## config.mk

```make
export PLATFORM = sky130hd
export DESIGN_NAME = warp_lsu
export DESIGN_NICKNAME = d
export VERILOG_FILES = /design/src/rtl/warp_lsu.sv
export SDC_FILE = /design/constraint.sdc
export NUM_CORES = 1
export LEC_CHECK = 0
export CAP_MARGIN = 5
export CELL_PAD_IN_SITES_DETAIL_PLACEMENT = 1
export CELL_PAD_IN_SITES_GLOBAL_PLACEMENT = 2
export CORE_MARGIN = 5
export CORE_UTILIZATION = 30
export CTS_CLUSTER_SIZE = 16
export DETAILED_ROUTE_END_ITERATION = 8
export GPL_TIMING_DRIVEN = 0
export PLACE_DENSITY_LB_ADDON = 0.05
export SYNTH_ARGS = -nofsm -noshare
export SYNTH_HDL_FRONTEND = slang
export SYNTH_SLANG_ARGS = --single-unit
```

## constraint.sdc

```tcl
create_clock -name clk -period 2.3 [get_ports clk]
set_clock_uncertainty 0.2 [all_clocks]
set_input_delay 0.575 -clock clk [delete_from_list [all_inputs] [get_ports clk]]
set_output_delay 0.575 -clock clk [all_outputs]
set_load 0.03 [all_outputs]
```

## src/rtl/warp_lsu.sv

```systemverilog
// rtl/warp_lsu.sv - per-warp load/store unit serialising lane accesses onto one memory port

package warp_lsu_pkg;
  typedef logic [31:0] data_t;

  typedef enum logic [1:0] {
    WARP_IDLE    = 2'd0,
    WARP_REQUEST = 2'd1,
    WARP_EXECUTE = 2'd2,
    WARP_UPDATE  = 2'd3
  } warp_state_t;
endpackage

module warp_lsu
  import warp_lsu_pkg::*;
#(
  parameter int THREADS_PER_WARP = 4
) (
  input  logic                               clk,
  input  logic                               reset,
  input  logic                               warp_enable,
  input  warp_state_t                        warp_state,
  input  logic [THREADS_PER_WARP-1:0]        thread_enable,
  input  logic                               DMemEN,
  input  logic                               DMemRW,
  input  data_t                              imm,
  input  data_t [THREADS_PER_WARP-1:0]       rs1,
  input  data_t [THREADS_PER_WARP-1:0]       rs2,
  output logic                               mem_req_valid,
  input  logic                               mem_req_ready,
  output logic                               mem_req_we,
  output data_t                              mem_req_addr,
  output data_t                              mem_req_wdata,
  input  logic                               mem_resp_valid,
  input  data_t                              mem_resp_rdata,
  output data_t [THREADS_PER_WARP-1:0]       lsu_out,
  output logic                               lsu_busy,
  output logic                               lsu_done
);

  localparam int PTR_W = (THREADS_PER_WARP > 1) ? $clog2(THREADS_PER_WARP) : 1;

  typedef enum logic [1:0] {
    S_IDLE = 2'd0,
    S_REQ  = 2'd1,
    S_WAIT = 2'd2,
    S_DONE = 2'd3
  } lsu_state_t;

  lsu_state_t                    state_q, state_d;
  logic [THREADS_PER_WARP-1:0]   pend_mask_q, pend_mask_d;
  logic [PTR_W-1:0]              ptr_q, ptr_d;
  logic                          op_we_q, op_we_d;
  data_t [THREADS_PER_WARP-1:0]  addr_q, addr_d;
  data_t [THREADS_PER_WARP-1:0]  wdata_q, wdata_d;
  data_t [THREADS_PER_WARP-1:0]  lsu_out_q, lsu_out_d;
  logic                          req_valid_q, req_valid_d;
  logic                          req_we_q, req_we_d;
  data_t                         req_addr_q, req_addr_d;
  data_t                         req_wdata_q, req_wdata_d;
  logic                          busy_q, busy_d;
  logic                          done_q, done_d;

  logic                          capture;
  logic [PTR_W-1:0]              first_ptr;
  logic [PTR_W-1:0]              next_ptr;

  // Index of the lowest set bit; lanes are always served in ascending order.
  function automatic logic [PTR_W-1:0] lowest_set(input logic [THREADS_PER_WARP-1:0] m);
    lowest_set = '0;
    for (int i = THREADS_PER_WARP - 1; i >= 0; i--) begin
      if (m[i]) lowest_set = PTR_W'(i);
    end
  endfunction

  assign capture   = warp_enable && (warp_state == WARP_REQUEST) && DMemEN;
  assign first_ptr = lowest_set(thread_enable);
  assign next_ptr  = lowest_set(pend_mask_q);

  // Next-state logic: operand capture, request sequencing and response writeback.
  always_comb begin
    state_d     = state_q;
    pend_mask_d = pend_mask_q;
    ptr_d       = ptr_q;
    op_we_d     = op_we_q;
    addr_d      = addr_q;
    wdata_d     = wdata_q;
    lsu_out_d   = lsu_out_q;
    req_valid_d = req_valid_q;
    req_we_d    = req_we_q;
    req_addr_d  = req_addr_q;
    req_wdata_d = req_wdata_q;

    case (state_q)
      S_IDLE: begin
        if (capture) begin
          for (int t = 0; t < THREADS_PER_WARP; t++) begin
            addr_d[t]  = rs1[t] + imm;
            wdata_d[t] = rs2[t];
          end
          pend_mask_d = thread_enable;
          op_we_d     = DMemRW;
          if (|thread_enable) begin
            // Present the first lane straight from the inputs so the request
            // is registered on the capture edge itself.
            ptr_d       = first_ptr;
            state_d     = S_REQ;
            req_valid_d = 1'b1;
            req_we_d    = DMemRW;
            req_addr_d  = rs1[first_ptr] + imm;
            req_wdata_d = rs2[first_ptr];
          end else begin
            state_d = S_DONE;
          end
        end
      end

      S_REQ: begin
        if (mem_req_ready) begin
          pend_mask_d[ptr_q] = 1'b0;
          req_valid_d        = 1'b0;
          state_d            = S_WAIT;
        end
      end

      S_WAIT: begin
        if (mem_resp_valid) begin
          if (!op_we_q) begin
            lsu_out_d[ptr_q] = mem_resp_rdata;
          end
          if (|pend_mask_q) begin
            ptr_d       = next_ptr;
            state_d     = S_REQ;
            req_valid_d = 1'b1;
            req_we_d    = op_we_q;
            req_addr_d  = addr_q[next_ptr];
            req_wdata_d = wdata_q[next_ptr];
          end else begin
            state_d = S_DONE;
          end
        end
      end

      S_DONE: begin
        if (warp_enable && (warp_state == WARP_UPDATE)) begin
          state_d = S_IDLE;
        end
      end

      default: state_d = S_IDLE;
    endcase

    busy_d = (state_d == S_REQ) || (state_d == S_WAIT);
    done_d = (state_d == S_DONE);
  end

  // State and registered outputs; reset clears everything immediately.
  always_ff @(posedge clk or negedge reset) begin
    if (!reset) begin
      state_q     <= S_IDLE;
      pend_mask_q <= '0;
      ptr_q       <= '0;
      op_we_q     <= 1'b0;
      addr_q      <= '0;
      wdata_q     <= '0;
      lsu_out_q   <= '0;
      req_valid_q <= 1'b0;
      req_we_q    <= 1'b0;
      req_addr_q  <= '0;
      req_wdata_q <= '0;
      busy_q      <= 1'b0;
      done_q      <= 1'b0;
    end else begin
      state_q     <= state_d;
      pend_mask_q <= pend_mask_d;
      ptr_q       <= ptr_d;
      op_we_q     <= op_we_d;
      addr_q      <= addr_d;
      wdata_q     <= wdata_d;
      lsu_out_q   <= lsu_out_d;
      req_valid_q <= req_valid_d;
      req_we_q    <= req_we_d;
      req_addr_q  <= req_addr_d;
      req_wdata_q <= req_wdata_d;
      busy_q      <= busy_d;
      done_q      <= done_d;
    end
  end

  assign mem_req_valid = req_valid_q;
  assign mem_req_we    = req_we_q;
  assign mem_req_addr  = req_addr_q;
  assign mem_req_wdata = req_wdata_q;
  assign lsu_out       = lsu_out_q;
  assign lsu_busy      = busy_q;
  assign lsu_done      = done_q;

endmodule
```

Yosys cells after proc, flatten, opt, wreduce, memory -nomap -nowiden
Index checks and enable logic that the tools add are counted.

Equal/unequal tests: 13. Multiplexer cells: 57. Order comparisons: 4. Reduce and logical (&&, ||, !) cells: 16. Bitwise operators: 3. Add/sub/neg operators: 5.

Operators by type and width (number): two-way mux 32 bit (13); binary-select mux 32 bit (select 2 bit) (4); adder 32 bit (5); bitwise mux 128 bit (1); one-hot mux 32 bit (2 select lines) (2); demux 32 bit (select 2 bit) (1); two-way mux 2 bit (18); == test 2 bit (second input constant) (5); two-way mux 1 bit (10); != test 2 bit (second input constant) (5); less-than comparator 2 x 3 -> 1 bit (second input constant) (3); two-way mux 4 bit (2); one-hot mux 2 bit (4 select lines) (1); one-hot mux 4 bit (2 select lines) (1); OR reduction 4 bit (2); == test 2 x 1 -> 1 bit (second input constant) (3); AND reduction 3 bit (2); AND reduction 6 bit (1); AND reduction 5 bit (1); AND 4 bit (1); logical AND 1 bit (4); inverter 4 bit (1); one-hot mux 2 bit (2 select lines) (1); nonzero test 2 bit (2); 9 further kinds (9).

Word-level logic and storage cells: 120. Input port bits: 333. Output and inout bits: 196. Register bits: 461.

Logic depth before layout (Yosys ltp)
Gate-level depths: netlist of the first run.

Word-level depth: 10. Depth in mapped cells: 17. Depth with buffers taken out: 16.

Worst setup path after synthesis of the first run
No wires, ideal clock.

Path kind: input -> register. Start point: input thread_enable[1]. End point: register req_addr_q[30], in the netlist mem_req_addr[30]. Setup time: 0.132 ns. Slack: -2.323 ns. Data required time: 1.968 ns. Arrival time: 4.291 ns. Path buffers: 3. Stages on the path: 15. Cell sequence: nor3_1 > buf_2 > clkbuf_1 > buf_1 > mux4_2 > ha_1 > nor2b_4 > o31a_1 > o31a_1 > o31ai_4 > nand3_1 > a221o_1 > a21oi_1 > mux2i_1 > o211ai_1.

Cells in the longest elaborated chain, start to end: 8. Elaborated cells on any way between the ends: 11.

Ends and longest elaborated chain: start: declaration (line 23) `input logic [THREADS_PER_WARP-1:0] thread_enable,`; two-way mux 2 bit (2 in series) (line 72) `if (m[i]) lowest_set = PTR_W'(i);`; binary-select mux 32 bit (select 2 bit) (line 110) `req_addr_d = rs1[first_ptr] + imm;`; two-way mux 32 bit (not written as such) (line 110); adder 32 bit (line 110); two-way mux 32 bit (line 103) `if (|thread_enable) begin`; two-way mux 32 bit (line 96) `if (capture) begin`; one-hot mux 32 bit (2 select lines) (line 94) `case (state_q)`; end signal: assignment (line 183) `req_addr_q <= req_addr_d;`; end: declaration (line 59) `data_t req_addr_q, req_addr_d;`.

Several ways; a longest one is shown, not always the timed one. The select of a mux whose other input is x is not followed. A chain may end at the register's enable or synchronous reset.

Final worst setup path of the first run
Start point: input thread_enable[2]. End point: register req_addr_q[30], in the netlist mem_req_addr[30].

Cells in the longest elaborated chain, start to end: 9. Elaborated cells on any way between the ends: 12.

Ends and longest elaborated chain (line): two-way mux 2 bit (3 in series) (72); binary-select mux 32 bit (select 2 bit) (110); two-way mux 32 bit (not written as such) (110); adder 32 bit (110); two-way mux 32 bit (103); two-way mux 32 bit (96); one-hot mux 32 bit (2 select lines) (94).

Several ways; a longest one is shown, not always the timed one. The select of a mux whose other input is x is not followed.

==> impl_metrics.json, run 1 <==
{
  "cts.htree.levels": 2,
  "dp_hpwl_um": 109000,
  "routedWlPerCell_um": 28.0,
  "detailedRoute.firstIterationViolations": 1644,
  "placementRows": 113,
  "yosys-top-cells-count": "sky130_fd_sc_hd__nand2_1, sky130_fd_sc_hd__dfrtp_1, sky130_fd_sc_hd__o21ai_0",
  "grt.met2_usage_pct": 47.1,
  "fillCellCount": 10300,
  "hold_class": "input port to register",
  "vias_per_cell": 5.33,
  "synthCells": 2922,
  "postRouteAntennaNets": 0,
  "dr_total_vias": 26700,
  "unrepaired_setup_endpoints_after_global_routing": "yes",
  "grt_busiest_layer": "met2",
  "cp_data_arrival_time_ps": 4190,
  "synth_most_common_cell": "sky130_fd_sc_hd__nand2_1",
  "timing.final.crit_period_ps": 3890,
  "clock_path_buffers": 3,
  "finish.utilization_pct": 45.7,
  "path_clk_slew_ps": 60,
  "report.final.setup_viol": 352,
  "core_um2": 94700,
  "final_nets": 4198,
  "maxSlewViolCount": 0,
  "synth_edf_count": 0,
  "place.port_buffers": 527,
  "die-area_um2": 101000,
  "dominant_register_cell_in_the_synthesized_netlist": "sky130_fd_sc_hd__dfrtp_1",
  "antenna_found_initial": 5,
  "layoutNonFillerInstCount": 5016,
  "finalWirelength_um": 140000,
  "post-synth-top-area-cell": "sky130_fd_sc_hd__dfrtp_1",
  "critPathKind": "input port to register",
  "critPathCaptureType": "register",
  "timing.critical_path.buf_inv": 5,
  "cts.root.buffer_cell": "sky130_fd_sc_hd__clkbuf_16",
  "yosys-top-cells-area": "sky130_fd_sc_hd__dfrtp_1, sky130_fd_sc_hd__mux4_2, sky130_fd_sc_hd__nand2_1, sky130_fd_sc_hd__ha_1, sky130_fd_sc_hd__mux2_2",
  "clock_buffers_created_by_tritoncts": 55,
  "final-hold-violation-count": 0,
  "multi_input_comb_area_um2": 19400,
  "critical_path_launch_point_type": "input port",
  "critPathSlowestCell": "sky130_fd_sc_hd__mux4_2",
  "whs_ps": 72.3,
  "netlist-cell-type-count": 89,
  "grt_pass1_wl_um": 202000,
  "yosys_register_bits": 461,
  "min_period_over_period_pct": 169,
  "synth_async_sr_flop_share_pct": 100,
  "p_leak_nw": 19.4,
  "grt_use_met1_pct": 34.0,
  "pin_count": 529,
  "cap_violations": 0,
  "overflow_left_after_global_routing": 0,
  "grt_pass1_vias": 28800,
  "grt_max_degree": 114,
  "seqCellArea_um2": 11500,
  "netlist.area_leader.share_pct": 40.4,
  "worst-slew-pin-transition_ps": 892,
  "gp_congestion": 0.938,
  "cts_tree": "done",
  "layout-drive-gt1-share_pct": 30.6,
  "syn_nets": 3418,
  "globalRouteTotalUtil_pct": 26.5,
  "preCtsSetupSlack_ps": -3790,
  "ir_drop_mv": 0.597,
  "die_height_um": 318,
  "power_density_over_the_cells_nw_per_um2": 1080,
  "use_met3_pct": 3.36,
  "worstPathCellList": "buf_12, inv_12, a21oi_4, nor2_4, buf_12, buf_16, mux4_2, ha_4, nor2b_4, o31a_1, o31a_1, o31ai_4, buf_12, nand3_4, a221o_1, a21oi_2, mux2i_1, o211ai_1",
  "outcome": "complete, but fails checks",
  "drt_drc_violations_left": 0,
  "totalPowerFinal_w": 0.0469,
  "initial_utilization_pct": 30.1,
  "synth-seq-area-share_pct": 40.4,
  "clk-insertion-delay-late_ps": 640,
  "worst_slack_ps": -1590,
  "critical-path-top-cell-by-count": "sky130_fd_sc_hd__buf_12",
  "crit_fanout": 8,
  "timing.critical_path.slowest_cell_delay_ps": 560,
  "detail_route.first_pass.iterations": 8,
  "flow.area_growth_from_synthesis_pct": 51.5,
  "max_freq_mhz": 257,
  "crit_family": "compound AO/OA/AOI/OAI gates",
  "critPathRequiredTime_ps": 2600,
  "failing_checks": "negative setup slack",
  "die_w_um": 318,
  "numClockSinks": 461,
  "synth_warnings": 0,
  "maxSlewHeadroom_pct": 40.5,
  "mappedNetlistArea_um2": 28500,
  "place.detailed.instances": 4718,
  "avgSynthCellArea_um2": 9.77
}
-- cells by family (layout without fill, tap and decap cells) --
group,count (synthesis),count (layout),synth area share (%)
compound gates,665,665,14.9
flops,461,461,40.4
buf+inv,199,1026,2.68
simple gates,1044,1044,15.4
xor+xnor,126,126,3.87
mux,264,264,15.4
fa+ha+maj,163,163,7.28
other cells,0,2,0
-- metrics by stage --
stage | cell area [µm²] | TNS (ps)
after floorplan | 29600 | -58170
after global placement | 36500 | -
after detailed placement | 36600 | -822860
after CTS | 41300 | -108700
after global routing | 43300 | -120500
final | 43300 | -82770
-- routing by layer --
layer | vias up | part of all wire, %
li1 | 12100 | -
met3 | 184 | 3.9
met5 | - | 0.026
met4 | 6 | 2.9
met1 | 13800 | 43
met2 | 638 | 50
-- report_power, final --
part           internal (W)  switching [W]  leakage (nW)
clock               0.00570        0.00389         0.971
combinational       0.00997         0.0130          12.6
sequential           0.0120        0.00241          5.84
-- area by class of cell --
type | instances | area share [%]
antenna | 2 | 0.0116
buffer | 141 | 2.59
clock inverter | 31 | 0.923
tap | 1265 | 3.66
clock buffer | 73 | 3.61
timing repair buffer | 737 | 17.2
inverter | 44 | 0.419
sequential | 461 | 26.7
multi-input combinational | 2262 | 44.9
-- flip-flops by register name, indices dropped and copies added, names as in the netlist --
register,flops
wdata_q,128
ptr_q,2
lsu_done,1
pend_mask_q,4
mem_req_valid,1
op_we_q,1
lsu_busy,1
state_q,2
addr_q,128
lsu_out,128
mem_req_wdata,32
mem_req_addr,32
mem_req_we,1
-- repair_timing --
item / CTS / global route
gates resized for setup: 623 / 429
gates cloned: 1 / 0
setup endpoints to repair: 657 / 662
buffers inserted: 122 / 93
pin swaps: 101 / 182
hold endpoints to repair: 53 / 0
hold buffers: 3 / 0
-- worst paths after layout --
check                           slack, ps  depth (start not counted)                       start                           end
worst max-delay path                -1590                         18            thread_enable[2]  mem_req_addr[30]$_DFFE_PN0P_
min in group asynchronous             260                          2                       reset       lsu_out[50]$_DFFE_PN0P_
worst min register to register        280                          2    wdata_q[103]$_DFFE_PN0P_      wdata_q[103]$_DFFE_PN0P_
worst min-delay path                   70                          4                     rs1[96]        addr_q[96]$_DFFE_PN0P_
worst max register to register       -370                          8  pend_mask_q[2]$_DFFE_PN0P_  mem_req_addr[27]$_DFFE_PN0P_
max in group asynchronous              70                          4                       reset       addr_q[123]$_DFFE_PN0P_
-- worst reg2reg max path, stage by stage, from the launching register on --
cell and delay (ps):
sky130_fd_sc_hd__dfrtp_1 390, sky130_fd_sc_hd__inv_1 60, sky130_fd_sc_hd__a21oi_1 70, sky130_fd_sc_hd__nor2_2 180
sky130_fd_sc_hd__buf_12 200, sky130_fd_sc_hd__buf_2 430, sky130_fd_sc_hd__mux4_2 650, sky130_fd_sc_hd__a32oi_4 270
sky130_fd_sc_hd__o21ai_1 100
-- cells in the final DEF (no fill, tap or decap), types with 18 or more instances in the layout --
master,netlist,layout
sky130_fd_sc_hd__dlymetal6s2s_1,0,99
sky130_fd_sc_hd__buf_12,0,20
sky130_fd_sc_hd__a21oi_1,163,103
sky130_fd_sc_hd__nand2_1,696,687
sky130_fd_sc_hd__ha_2,0,20
sky130_fd_sc_hd__clkbuf_4,0,18
sky130_fd_sc_hd__clkbuf_1,115,35
sky130_fd_sc_hd__dfrtp_1,461,460
sky130_fd_sc_hd__xnor2_1,59,40
sky130_fd_sc_hd__clkdlybuf4s50_1,0,345
sky130_fd_sc_hd__clkbuf_8,0,24
sky130_fd_sc_hd__o21ai_0,182,87
sky130_fd_sc_hd__buf_2,14,21
sky130_fd_sc_hd__nor2_1,144,133
sky130_fd_sc_hd__a21oi_2,1,49
sky130_fd_sc_hd__mux2_2,129,127
sky130_fd_sc_hd__a31oi_1,62,52
sky130_fd_sc_hd__clkbuf_2,1,62
sky130_fd_sc_hd__inv_1,44,35
sky130_fd_sc_hd__mux4_2,128,128
sky130_fd_sc_hd__clkbuf_16,0,62
sky130_fd_sc_hd__dlygate4sd2_1,0,20
sky130_fd_sc_hd__buf_6,0,67
sky130_fd_sc_hd__nand3_1,38,29
sky130_fd_sc_hd__buf_4,0,153
sky130_fd_sc_hd__a21o_1,78,78
sky130_fd_sc_hd__o21a_1,24,21
sky130_fd_sc_hd__nand4_1,24,24
sky130_fd_sc_hd__o21ai_2,1,21
sky130_fd_sc_hd__ha_4,0,90
sky130_fd_sc_hd__ha_1,158,48
sky130_fd_sc_hd__o21ai_1,10,73
sky130_fd_sc_hd__xor2_1,67,54
No activity file was read; power rests on OpenSTA's default activity.
==> inputs of run 2 (changes only) <==
--- a/config.mk
+++ b/config.mk
@@ -10,6 +10,7 @@
 export CELL_PAD_IN_SITES_GLOBAL_PLACEMENT = 2
 export CORE_MARGIN = 5
 export CORE_UTILIZATION = 30
+export CTS_CLUSTER_DIAMETER = 120
 export CTS_CLUSTER_SIZE = 16
 export DETAILED_ROUTE_END_ITERATION = 8
 export GPL_TIMING_DRIVEN = 0
@@ -17,3 +18,4 @@
 export SYNTH_ARGS = -nofsm -noshare
 export SYNTH_HDL_FRONTEND = slang
 export SYNTH_SLANG_ARGS = --single-unit
+export TNS_END_PERCENT = 1
==> run 2 against run 1 <==
The run ends with negative hold slack, negative setup slack left. Sequential power hardly changed. Sequential share of layout area grew 3.1 points. Fmax is essentially flat. Final area decreased by 10%. Global-route usage down 0.46 points. Final cell count decreased by 4.3%. Critical endpoint is now mem_req_addr[28]$_DFFE_PN0P_. Clock-buffer cell count shrank 38. Worst hold slack lost 77 ps. Register-to-register slack worse by 140 ps. Sequential cell count unchanged. Total power shrank 13%.
==> impl_metrics.json, run 2 (same netlist as run 1, synthesis figures left out) <==
{
  "outcome": "complete, but fails checks",
  "failing_checks": "negative hold slack, negative setup slack",
  "placementRows": 113,
  "most_common_library_cell_in_the_layout_ignoring_fill_and_taps": "sky130_fd_sc_hd__nand2_1",
  "crit_fanout": 7,
  "dr_total_vias": 26000,
  "hold_class": "input port to async pin",
  "die-area_um2": 101000,
  "timing.critical_path.slowest_cell_delay_ps": 590,
  "maxSlewViolCount": 0,
  "vias_per_cell": 5.42,
  "clockPowerShare_pct": 14.3,
  "critPathCaptureType": "register",
  "multi_input_comb_area_um2": 17400,
  "seqCellArea_um2": 11500,
  "critPathSlowestCell": "sky130_fd_sc_hd__mux4_2",
  "worst-slew-pin-transition_ps": 1050,
  "finish.utilization_pct": 40.9,
  "detailedRoute.firstIterationViolations": 1412,
  "place.detailed.instances": 4718,
  "routedWlPerCell_um": 28.6,
  "grt_max_degree": 109,
  "timing.rr.start": "state_q[1]$_DFF_PN0_",
  "fillCellCount": 10600,
  "overflow_left_after_global_routing": 0,
  "grt_pass1_wl_um": 198000,
  "clock_buffers_created_by_tritoncts": 34,
  "cts_tree": "done",
  "detail_route.first_pass.iterations": 5,
  "grt_pass1_vias": 28000,
  "globalRouteTotalUtil_pct": 26.1,
  "cp_data_arrival_time_ps": 4190,
  "worstPathCellList": "buf_12, inv_12, a21oi_4, nor2_4, buf_12, bufbuf_16, mux4_2, ha_4, a21o_1, a21o_1, a221oi_4, buf_4, nand3_4, a221o_1, buf_4, buf_6, xnor2_2, a21oi_1",
  "mostFrequentLayoutCells": "sky130_fd_sc_hd__nand2_1, sky130_fd_sc_hd__dfrtp_1, sky130_fd_sc_hd__clkdlybuf4s50_1",
  "numClockSinks": 461,
  "die_height_um": 318,
  "cts.htree.levels": 2,
  "drt_drc_violations_left": 0,
  "flow.area_growth_from_synthesis_pct": 35.7,
  "layoutNonFillerInstCount": 4799,
  "power_density_over_the_cells_nw_per_um2": 1060,
  "critical_path_launch_point_type": "input port",
  "pin_count": 529,
  "final_nets": 4026,
  "clock_path_buffers": 3,
  "ir_drop_mv": 0.478,
  "critPathLaunch": "thread_enable[2]",
  "worst_slack_ps": -1590,
  "dp_hpwl_um": 108000,
  "crit_family": "compound AO/OA/AOI/OAI gates",
  "initial_utilization_pct": 30.1,
  "gp_congestion": 0.951,
  "unrepaired_setup_endpoints_after_global_routing": "yes",
  "switching_share_of_power_pct": 43.9,
  "final-hold-violation-count": 1,
  "p_int_w": 0.0230,
  "pwr-share-seq_pct": 34.8,
  "layout-drive-gt1-share_pct": 18.6,
  "maxSlewHeadroom_pct": 29.9,
  "core_um2": 94700,
  "total_switching_power_w": 0.0180,
  "min_period_over_period_pct": 169,
  "timing.critical_path.buf_inv": 7,
  "finalWirelength_um": 137000,
  "max_freq_mhz": 257,
  "die_w_um": 318,
  "whs_ps": -5.23,
  "cts.root.buffer_cell": "sky130_fd_sc_hd__clkbuf_16",
  "totalPowerFinal_w": 0.0410,
  "report.final.setup_viol": 171,
  "cap_violations": 0,
  "timing.final.crit_period_ps": 3890,
  "path_clk_slew_ps": 90,
  "p_leak_nw": 18.0,
  "postRouteAntennaNets": 0,
  "clk-insertion-delay-late_ps": 570,
  "antenna_found_initial": 3,
  "critPathKind": "input port to register",
  "share_comb_of_total_power_pct": 50.8,
  "critPathRequiredTime_ps": 2600,
  "place.port_buffers": 527
}
-- run 2: worst paths after layout --
path	endpoint	slack (ps)	cells past startpoint
worst max-delay path	mem_req_addr[28]$_DFFE_PN0P_	-1590	18
worst min-delay path	lsu_out[47]$_DFFE_PN0P_	-5	2
worst max register to register	mem_req_wdata[22]$_DFFE_PN0P_	-510	6
worst min register to register	addr_q[16]$_DFFE_PN0P_	270	2
max in group asynchronous	addr_q[95]$_DFFE_PN0P_	480	4
min in group clk	pend_mask_q[3]$_DFFE_PN0P_	80	2
-- run 2: power by group through the flow --
| stage | Combinational [W] | Clock, W | Sequential, W |
|---|---|---|---|
| 3_3_place_gp | 0.0204 | 0 | 0.0143 |
| 6_report | 0.0209 | 0.00588 | 0.0143 |
| 4_1_cts | 0.0209 | 0.00608 | 0.0143 |
| 2_1_floorplan | 0.00874 | 0 | 0.0170 |
| 3_5_place_dp | 0.0208 | 0 | 0.0145 |
| 5_1_grt | 0.0222 | 0.00630 | 0.0147 |
-- run 2: metal layers --
metal  wire length (µm)  track usage [%]  vias up
met5                 10                0        -
met4               4510             7.47        2
met3               4830             2.69      175
met2              68900             46.3      697
met1              59200             33.9    13500
li1                   -                -    11700
-- run 2: cell type report --
cell class / instances / area share [%]
inverters: 44 / 0.465
clock buffers: 35 / 2.26
multi-input cells: 2262 / 45.0
repair buffers: 576 / 15.1
clock inverters: 3 / 0.0969
flip-flops and latches: 461 / 29.8
well taps: 1265 / 4.09
plain buffers: 151 / 3.18
diodes: 2 / 0.0129
-- run 2: through the flow --
| step | worst slack (ps) | cell area, µm² | setup TNS [ps] |
|---|---|---|---|
| finish | -1590 | 38700 | -107110 |
| global route | -1670 | 38700 | -128380 |
| CTS | -1580 | 38200 | -144230 |
| detailed placement | -3780 | 35600 | -829640 |
| global placement | -20920 | 35500 | - |
| floorplan | -1760 | 28700 | -72740 |
-- run 2: timing repair --
| action | CTS | global route |
|---|---|---|
| setup buffers | 35 | 7 |
| hold endpoints to repair | 83 | 0 |
| pin swaps | 52 | 19 |
| hold buffers | 1 | 0 |
| endpoints found under the setup margin | 657 | 657 |
| cloned | 3 | 0 |
| resized for setup | 561 | 186 |
==> inputs of run 3 (changes only) <==
--- a/config.mk
+++ b/config.mk
@@ -9,7 +9,8 @@
 export CELL_PAD_IN_SITES_DETAIL_PLACEMENT = 1
 export CELL_PAD_IN_SITES_GLOBAL_PLACEMENT = 2
 export CORE_MARGIN = 5
-export CORE_UTILIZATION = 30
+export CORE_UTILIZATION = 31
+export CTS_BUF_LIST = sky130_fd_sc_hd__clkbuf_8
 export CTS_CLUSTER_DIAMETER = 120
 export CTS_CLUSTER_SIZE = 16
 export DETAILED_ROUTE_END_ITERATION = 8
==> run 3 against run 2 <==
The run still ends with negative hold slack, negative setup slack left. Sequential share of layout area increased by 0.27 points. Largest cell class unchanged. Final cell count decreased by 1.5%. Final area decreased by 0.91%. Highest routed layer unchanged.
==> impl_metrics.json, run 3 (same netlist as run 1, synthesis figures left out) <==
{
  "cp_data_arrival_time_ps": 4100,
  "detail_route.first_pass.iterations": 5,
  "initial_utilization_pct": 31.2,
  "worstPathCellList": "buf_12, inv_12, a21oi_4, nor2_4, buf_12, buf_16, mux4_2, ha_4, nor2b_4, o31a_1, o31a_1, o31ai_4, buf_6, a31oi_4, a311oi_2, xnor2_1, a221oi_2, nor2_1",
  "layout-drive-gt1-share_pct": 19.4,
  "flow.area_growth_from_synthesis_pct": 34.5,
  "globalRouteTotalUtil_pct": 26.5,
  "cts.htree.levels": 2,
  "critPathSlowestCell": "sky130_fd_sc_hd__mux4_2",
  "report.final.setup_viol": 279,
  "postRouteAntennaNets": 0,
  "p_int_w": 0.0219,
  "detailedRoute.firstIterationViolations": 1455,
  "worst-slew-pin-transition_ps": 995,
  "clockPowerShare_pct": 10.8,
  "place.port_buffers": 527,
  "grt_max_degree": 116,
  "crit_fanout": 6,
  "whs_ps": -245,
  "grt_pass1_wl_um": 193000,
  "unrepaired_setup_endpoints_after_global_routing": "yes",
  "cts-hold-fix-buffers": 2,
  "die_w_um": 313,
  "grt_pass1_vias": 27600,
  "place.detailed.instances": 4640,
  "clock_path_buffers": 3,
  "max_freq_mhz": 265,
  "mostFrequentLayoutCells": "sky130_fd_sc_hd__nand2_1, sky130_fd_sc_hd__dfrtp_1, sky130_fd_sc_hd__clkdlybuf4s50_1",
  "cts_tree": "done",
  "critPathKind": "input port to register",
  "gp_congestion": 0.944,
  "antenna_found_initial": 10,
  "most_common_library_cell_in_the_layout_ignoring_fill_and_taps": "sky130_fd_sc_hd__nand2_1",
  "layoutNonFillerInstCount": 4727,
  "clk-insertion-delay-late_ps": 650,
  "critPathCaptureType": "register",
  "p_leak_nw": 18.0,
  "placementRows": 111,
  "totalPowerFinal_w": 0.0395,
  "clock_buffers_created_by_tritoncts": 34,
  "pwr-share-seq_pct": 36.0,
  "failing_checks": "negative hold slack, negative setup slack",
  "cts.root.buffer_cell": "sky130_fd_sc_hd__clkbuf_8",
  "critPathRequiredTime_ps": 2630,
  "timing.critical_path.slowest_cell_delay_ps": 560,
  "routedWlPerCell_um": 28.6,
  "numClockSinks": 461,
  "cap_violations": 0,
  "drt_drc_violations_left": 0,
  "switching_share_of_power_pct": 44.5,
  "path_clk_slew_ps": 120,
  "critical_path_launch_point_type": "input port",
  "overflow_left_after_global_routing": 0,
  "maxSlewHeadroom_pct": 33.7,
  "die_height_um": 313,
  "die-area_um2": 98300,
  "final_nets": 4030,
  "power_density_over_the_cells_nw_per_um2": 1030,
  "finish.utilization_pct": 41.9,
  "total_switching_power_w": 0.0176,
  "ir_drop_mv": 0.372,
  "timing.final.crit_period_ps": 3770,
  "share_comb_of_total_power_pct": 53.2,
  "pin_count": 529,
  "dp_hpwl_um": 107000,
  "core_um2": 91500,
  "fillCellCount": 10200,
  "min_period_over_period_pct": 164,
  "finalWirelength_um": 135000,
  "vias_per_cell": 5.46,
  "hold_class": "input port to async pin",
  "maxSlewViolCount": 0,
  "dr_total_vias": 25800,
  "final-hold-violation-count": 87,
  "worst_slack_ps": -1470,
  "outcome": "complete, but fails checks"
}
==> run 3: cell types whose count changed in the layout (fill, tap and decap cells not counted), moves of 7 or more <==
cell                              previous run  this run
sky130_fd_sc_hd__clkbuf_8                   22        50
sky130_fd_sc_hd__clkbuf_2                   29        37
sky130_fd_sc_hd__dlymetal6s2s_1             79       112
sky130_fd_sc_hd__clkbuf_16                  41         7
sky130_fd_sc_hd__dlygate4sd2_1             142        41
sky130_fd_sc_hd__clkdlybuf4s15_2             2        35
sky130_fd_sc_hd__clkdlybuf4s15_1             8        33
sky130_fd_sc_hd__clkbuf_4                    7        14
==> run 3: area by class of cell <==
cell class / instances / area, µm² / area share, %
clock buffer: 34 / 468 / 1.22
buffer: 150 / 1180 / 3.07
sequential: 461 / 11500 / 30.1
clock inverter: 4 / 28.8 / 0.0750
inverter: 44 / 181 / 0.473
multi-input combinational: 2262 / 17300 / 45.2
timing repair buffer: 581 / 6150 / 16.0
antenna: 5 / 12.5 / 0.0326
tap: 1186 / 1480 / 3.87
==> run 3: worst paths after layout <==
path | from | to | slack (ps) | cells after the start
setup / recovery | thread_enable[2] | mem_req_addr[26]$_DFFE_PN0P_ | -1470 | 18
hold / removal | reset | lsu_out[80]$_DFFE_PN0P_ | -250 | 1
setup reg to reg | state_q[0]$_DFF_PN0_ | addr_q[6]$_DFFE_PN0P_ | -450 | 6
hold reg to reg | wdata_q[111]$_DFFE_PN0P_ | wdata_q[111]$_DFFE_PN0P_ | 280 | 2
max in group asynchronous | reset | addr_q[71]$_DFFE_PN0P_ | 560 | 3
min in group clk | thread_enable[0] | pend_mask_q[0]$_DFFE_PN0P_ | 70 | 2
==> run 3: what timing repair did <==
action	CTS	global route
setup endpoints to repair	657	456
hold endpoints to repair	89	87
gates cloned	3	0
resized for setup	604	211
pin swaps	46	19
setup buffers	34	10
==> run 3: metrics by stage <==
stage	area, µm²	TNS (ps)	worst slack (ps)
after global placement	35400	-	-20690
final	38400	-96920	-1470
after global routing	38400	-112080	-1570
after detailed placement	35600	-845820	-3830
after floorplan	28700	-72740	-1760
after CTS	37800	-116170	-1450
==> run 3: per-layer routing <==
metal / GRT usage, % / wire (µm)
met5: 0 / 62
met4: 6.61 / 3990
met3: 3.69 / 5830
met2: 48.0 / 68300
met1: 33.3 / 56900
==> run 3: power by group through the flow <==
stage	Combinational, W	Clock, W	Sequential, W
2_1_floorplan	0.00874	0	0.0170
3_3_place_gp	0.0205	0	0.0143
3_5_place_dp	0.0209	0	0.0144
4_1_cts	0.0212	0.00444	0.0142
5_1_grt	0.0224	0.00470	0.0146
6_report	0.0210	0.00428	0.0142
==> run 3: critical path: cells and delay by family <==
| kind | cells | cell delay, ps |
|---|---|---|
| adders and majority gates | 1 | 250 |
| xor gates and xnor gates | 1 | 130 |
| AOI/OAI and AO/OA | 7 | 1510 |
| buffers and inverters | 5 | 690 |
| and+or+nand+nor | 3 | 360 |
| muxes | 1 | 560 |
